File: config.mk
export PLATFORM = sky130hd
export DESIGN_NAME = expr_eval
export DESIGN_NICKNAME = d
export VERILOG_FILES = /design/src/rtl/expr_eval.sv
export SDC_FILE = /design/constraint.sdc
export NUM_CORES = 1
export LEC_CHECK = 0
export CORE_ASPECT_RATIO = 0.5
export CORE_MARGIN = 3
export CORE_UTILIZATION = 61
export DETAILED_ROUTE_END_ITERATION = 16
export GPL_TIMING_DRIVEN = 0
export PLACE_DENSITY_LB_ADDON = 0.1
export SYNTH_ARGS = -nofsm -noshare
export SYNTH_HDL_FRONTEND = slang
export SYNTH_SLANG_ARGS = --single-unit
export TNS_END_PERCENT = 1
File: constraint.sdc
create_clock -name clk -period 4 [get_ports clk]
set_input_delay 0.8 -clock clk [delete_from_list [all_inputs] [get_ports clk]]
set_output_delay 0.8 -clock clk [all_outputs]
set_load 0.01 [all_outputs]
File: src/rtl/expr_eval.sv
// Incremental evaluator for digit/'+'/'*' ASCII streams; outputs are combinational from state, one-edge latency, no backpressure (in_vld only).
// Optional EXPR_EVAL_MINUS_EN adds '-' with a sign register and two's-complement result/overflow.
module expr_eval #(
   parameter int WIDTH = 16
) (
   input  logic             clk,
   input  logic             clr,
   input  logic [7:0]       in,
   input  logic             in_vld,
   output logic [WIDTH-1:0] result,
   output logic             ok,
   output logic             err,
   output logic             ovf
);

   typedef enum logic [1:0] {
      ST_START = 2'd0,
      ST_DIG   = 2'd1,
      ST_OP    = 2'd2,
      ST_ERR   = 2'd3
   } state_t;

   state_t           state_q, state_d;
   logic [WIDTH-1:0] sum_q, sum_d;
   logic [WIDTH-1:0] term_q, term_d;
   logic             mul_q, mul_d;
   logic             ovf_q, ovf_d;

   logic             is_digit, is_plus, is_star;
   logic [3:0]       dval;
   logic [2*WIDTH-1:0] prod_full;
   logic             prod_ovf;
   logic [WIDTH-1:0] acc_val;
   logic             acc_ovf;

   assign is_digit  = (in >= 8'h30) && (in <= 8'h39);
   assign is_plus   = (in == 8'h2B);
   assign is_star   = (in == 8'h2A);
   assign dval      = in[3:0];
   assign prod_full = {{WIDTH{1'b0}}, term_q} * {{(2*WIDTH-4){1'b0}}, dval};

`ifdef EXPR_EVAL_MINUS_EN
   logic               neg_q, neg_d;
   logic               is_minus;
   logic [WIDTH+1:0]   sum_ext, term_ext, contrib, acc_full;
   logic [2*WIDTH-1:0] mag_lim;

   assign is_minus = (in == 8'h2D);
   // term holds a magnitude; the sign is applied only when it joins the sum
   assign sum_ext  = {{2{sum_q[WIDTH-1]}}, sum_q};
   assign term_ext = {2'b00, term_q};
   assign contrib  = neg_q ? (~term_ext + 1'b1) : term_ext;
   assign acc_full = sum_ext + contrib;
   assign acc_val  = acc_full[WIDTH-1:0];
   assign acc_ovf  = !((acc_full[WIDTH+1:WIDTH-1] == 3'b000) ||
                       (acc_full[WIDTH+1:WIDTH-1] == 3'b111));
   // a negative term may reach exactly 2^(WIDTH-1), a positive one may not
   assign mag_lim  = {{WIDTH{1'b0}}, 1'b1, {(WIDTH-1){1'b0}}};
   assign prod_ovf = neg_q ? (prod_full > mag_lim) : (prod_full >= mag_lim);
`else
   logic [WIDTH:0] acc_full;

   assign acc_full = {1'b0, sum_q} + {1'b0, term_q};
   assign acc_val  = acc_full[WIDTH-1:0];
   assign acc_ovf  = acc_full[WIDTH];
   assign prod_ovf = |prod_full[2*WIDTH-1:WIDTH];
`endif

   always_comb begin
      state_d = state_q;
      sum_d   = sum_q;
      term_d  = term_q;
      mul_d   = mul_q;
      ovf_d   = ovf_q;
`ifdef EXPR_EVAL_MINUS_EN
      neg_d   = neg_q;
`endif
      if (in_vld) begin
         case (state_q)
            ST_START: begin
               if (is_digit) begin
                  state_d = ST_DIG;
                  term_d  = {{(WIDTH-4){1'b0}}, dval};
               end else begin
                  state_d = ST_ERR;
               end
            end
            ST_DIG: begin
               if (is_plus) begin
                  state_d = ST_OP;
                  sum_d   = acc_val;
                  mul_d   = 1'b0;
                  ovf_d   = ovf_q | acc_ovf;
`ifdef EXPR_EVAL_MINUS_EN
                  neg_d   = 1'b0;
               end else if (is_minus) begin
                  state_d = ST_OP;
                  sum_d   = acc_val;
                  mul_d   = 1'b0;
                  ovf_d   = ovf_q | acc_ovf;
                  neg_d   = 1'b1;
`endif
               end else if (is_star) begin
                  state_d = ST_OP;
                  mul_d   = 1'b1;
               end else begin
                  state_d = ST_ERR;
               end
            end
            ST_OP: begin
               if (is_digit) begin
                  state_d = ST_DIG;
                  if (mul_q) begin
                     term_d = prod_full[WIDTH-1:0];
                     ovf_d  = ovf_q | prod_ovf;
                  end else begin
                     term_d = {{(WIDTH-4){1'b0}}, dval};
                  end
               end else begin
                  state_d = ST_ERR;
               end
            end
            default: begin
               state_d = ST_ERR;
            end
         endcase
      end
   end

   always_ff @(posedge clk or posedge clr) begin
      if (clr) begin
         state_q <= ST_START;
         sum_q   <= '0;
         term_q  <= '0;
         mul_q   <= 1'b0;
         ovf_q   <= 1'b0;
`ifdef EXPR_EVAL_MINUS_EN
         neg_q   <= 1'b0;
`endif
      end else begin
         state_q <= state_d;
         sum_q   <= sum_d;
         term_q  <= term_d;
         mul_q   <= mul_d;
         ovf_q   <= ovf_d;
`ifdef EXPR_EVAL_MINUS_EN
         neg_q   <= neg_d;
`endif
      end
   end

   assign result = acc_val;
   assign ok     = (state_q == ST_DIG);
   assign err    = (state_q == ST_ERR);
   assign ovf    = ovf_q | acc_ovf;

endmodule

==> results.md <==
* Outcome: finished, final reports clean
* Critical Path Start: in[2]
* Global-route congestion overflow total at 0
* Clock transition at path regs at 60 ps
* Core area at 6410 um2
* Number of clock buffers inserted by TritonCTS at 5
* Antenna diodes at 0
* Net Count, Synth at 560
* Final weighted congestion of routability-driven global placement at 0.887
* Number of buffers on the longest clock path at 2
* IO Pins at 30
* Total Nets Final at 601
* Cells after Synth at 480
* Clock insertion delay at the later pin of the skew report at 290 ps
* Final count of hold timing violations at 0
* Fill cell count at 471
* DR vias/cell at 5.91
* Setup repair after global routing missed its margin: true
* Synthesized flop and latch total at 36
* Utilization after layout at 0.790
* Pre-Repair DR Iteration Count at 5
* Share of layout cells above drive strength 1 at 0.153
* Max-slew headroom at 0.482
* DRC violation count after routing at 0
* Hold path endpoint: sum_q[5]$_DFFE_PP0P_
* Final setup viols at 0
* Transition time at the pin with the least slew margin at 775 ps
* Library cells used by synthesis at 56
* HP Class: reg -> reg
* IO buf count at 28
* Number of violations of the max-capacitance limit at 0
* Detailed-route wire length per cell at 16.9 um
* Hold buffer count at cts at 0
* Achievable clock frequency at 0.256 GHz
* Instance area at placement at 4640 um2
* Initial antenna violation count at 0
* Overall routed net length at 10300 um
* Placed wire-length estimate at 7510 um
* Area added between synthesis and finish at 19.1%
* Smallest setup slack after layout at 86.5 ps
* Rows at 20
* Minimum clock period after layout at 3910 ps
* Post-route ant nets at 0
* Power density relative to cell area at 159 nW/um2
* Width of the chip at 124 um
* Library cell with the largest summed area after synthesis: dfrtp_1
* Wire length of the first global-routing pass at 17100 um
* Post-layout power at 806 uW
* Cell at the root of the clock tree: clkbuf_16
* Number of sinks driven by the clock tree at 36
* Largest net degree at the start of global routing at 37
* Full die area at 8070 um2
* Worst VDD drop at 186 uV
* Register area share after synthesis at 0.212
* Initial Utilization at 0.664
* Required time at the endpoint of the critical path at 4170 ps
* Number of vias after detailed routing at 3603
* R2r startpoint: term_q[2]$_DFFE_PP0P_
* CP Data Arrival Time at 4090 ps
* Worst clock skew at 8.11 ps
* Clock tree from TritonCTS: yes
* Synthesis Warnings at 0
* Critical Path Sink Type: flop
* Instance count after placement with tap cells included at 596
* Crit Reg-Reg Endpoint: term_q[15]$_DFFE_PP0P_
* Worst setup path category: in -> reg
* Post-Synthesis Cell Area at 4250 um2
* Element type at the critical path start: input pin
* Min-Delay Path Depth at 1
* Slew Viols, Final at 0
* Reg2reg path depth at 13
* Global routing usage summed across all routing layers at 0.270
* Hold wc startpoint: sum_q[5]$_DFFE_PP0P_
* Area contributors post-synth: dfrtp_1 (21%), fa_1 (14%), ha_1 (12%)
* Maximum net fanout on the critical path at 10
* Leakage power of the design at 2.51 nW
* Dominant synthesized flop cell: dfrtp_1
* DRC marker count from the first detailed-route iteration at 293
* Setup slack, reg-to-reg at 360 ps
* Share of flip-flops with an asynchronous set or reset after synthesis at 1.00
* Average cell area after synthesis at 8.86 um2
* Die Ht at 65.0 um
* EDFF count, synth at 0
* Area of all placed cells without fillers at 5060 um2
* Vias in the first global route at 3527
* Final cycle utilization of the critical path at 0.978
* Depth of the CTS H-tree at 2
* Post-route non-filler standard cell count at 610
* Synth top area share at 0.212
* Pre-CTS worst setup slack at -1400 ps
==> cells in the mapped netlist (all sizes together), types with 5 or more instances <==
| cell type | n |
|---|---|
| a211oi | 7 |
| nand3 | 5 |
| xor2 | 8 |
| xnor2 | 16 |
| and2 | 46 |
| fa | 29 |
| o21a | 12 |
| inv | 63 |
| a22o | 11 |
| mux2 | 14 |
| a21o | 8 |
| dfrtp | 36 |
| a21oi | 24 |
| nor3 | 8 |
| o21bai | 5 |
| nand2 | 39 |
| clkbuf | 7 |
| nor2 | 28 |
| ha | 40 |
| o21ai | 24 |
==> per-stage QoR <==
stage	hold slack (ps)	TNS (ps)
global route	524	-98.2
finish	516	0
global placement	496	-9890
floorplan	478	0
CTS	517	-63.4
detailed placement	504	-10300
==> cell families after synthesis <==
group / synth area share
buf+inv: 0.0653
xor+xnor: 0.0494
compound gates: 0.189
flops: 0.212
fa+ha+maj: 0.254
simple gates: 0.184
mux: 0.0465
==> cell type report <==
type | count | area [um2] | area share
Buffer | 9 | 72.6 | 0.0143
Tap cell | 88 | 110 | 0.0217
Inverter | 63 | 236 | 0.0467
Sequential cell | 36 | 903 | 0.178
Multi-Input combinational cell | 372 | 3270 | 0.647
Clock inverter | 3 | 18.8 | 0.00371
Clock buffer | 5 | 125 | 0.0247
Timing Repair Buffer | 34 | 323 | 0.0638
==> worst max path at each step <==
stage	cells past startpoint	slack, ps	endpoint
finish	14	90	term_q[15]$_DFFE_PP0P_
global route	14	-70	term_q[15]$_DFFE_PP0P_
CTS	9	-60	result[15]
detailed placement	15	-1400	ovf_q$_DFFE_PP0P_
global placement	15	-1280	ovf_q$_DFFE_PP0P_
floorplan	14	2	term_q[15]$_DFFE_PP0P_
==> layout by cell type (no fill, tap or decap), types with 4 or more instances in the layout <==
master / n
inv_1: 62
and2_1: 46
nand2_1: 39
dfrtp_1: 34
ha_1: 33
fa_1: 28
nor2_1: 27
clkdlybuf4s50_1: 23
a21oi_1: 18
o21ai_0: 18
xnor2_1: 16
mux2_2: 14
o21a_1: 12
a22o_1: 11
buf_4: 9
xor2_1: 8
a21o_1: 8
nand3_1: 5
clkbuf_16: 5
o21bai_1: 4
clkbuf_1: 4
o21ai_2: 4
nand2b_1: 4
a21oi_2: 4
nor3_2: 4
a211oi_2: 4
mux2i_1: 4
ha_4: 4
==> report_power, final <==
group          leakage (nW)  internal [mW]  switching (mW)
registers             0.489          0.365         0.00111
logic                  1.94         0.0183          0.0279
clock network        0.0736          0.230           0.164
total                  2.51          0.613           0.193
==> state kept, by name, indices dropped and copies added, names as in the netlist <==
register and cells:
ovf_q 1, sum_q 16, mul_q 1, state_q 2, term_q 16
==> routing by layer <==
layer,share of wire,GRT usage
met4,0.013,0.0477
met1,0.49,0.397
met3,0.050,0.0541
met2,0.45,0.417
met5,0,0
==> what timing repair did <==
| action | in CTS | in global routing |
|---|---|---|
| pin swaps | 4 | 12 |
| gates resized for setup | 43 | 29 |
| buffers inserted | 4 | 2 |
| hold endpoints to repair | 0 | 0 |
| endpoints found under the setup margin | 14 | 11 |
==> critical path, cell delays in order <==
cell and delay (ps):
buf_4 160, clkbuf_8 190, nand2_1 70, fa_1 500, inv_1 50, fa_1 490, ha_1 330, a211oi_2 300
o21ai_2 120, a31oi_4 220, o31ai_4 110, a221o_1 350, xor2_1 180, a22o_1 200
(Power assumes the default switching activity.)
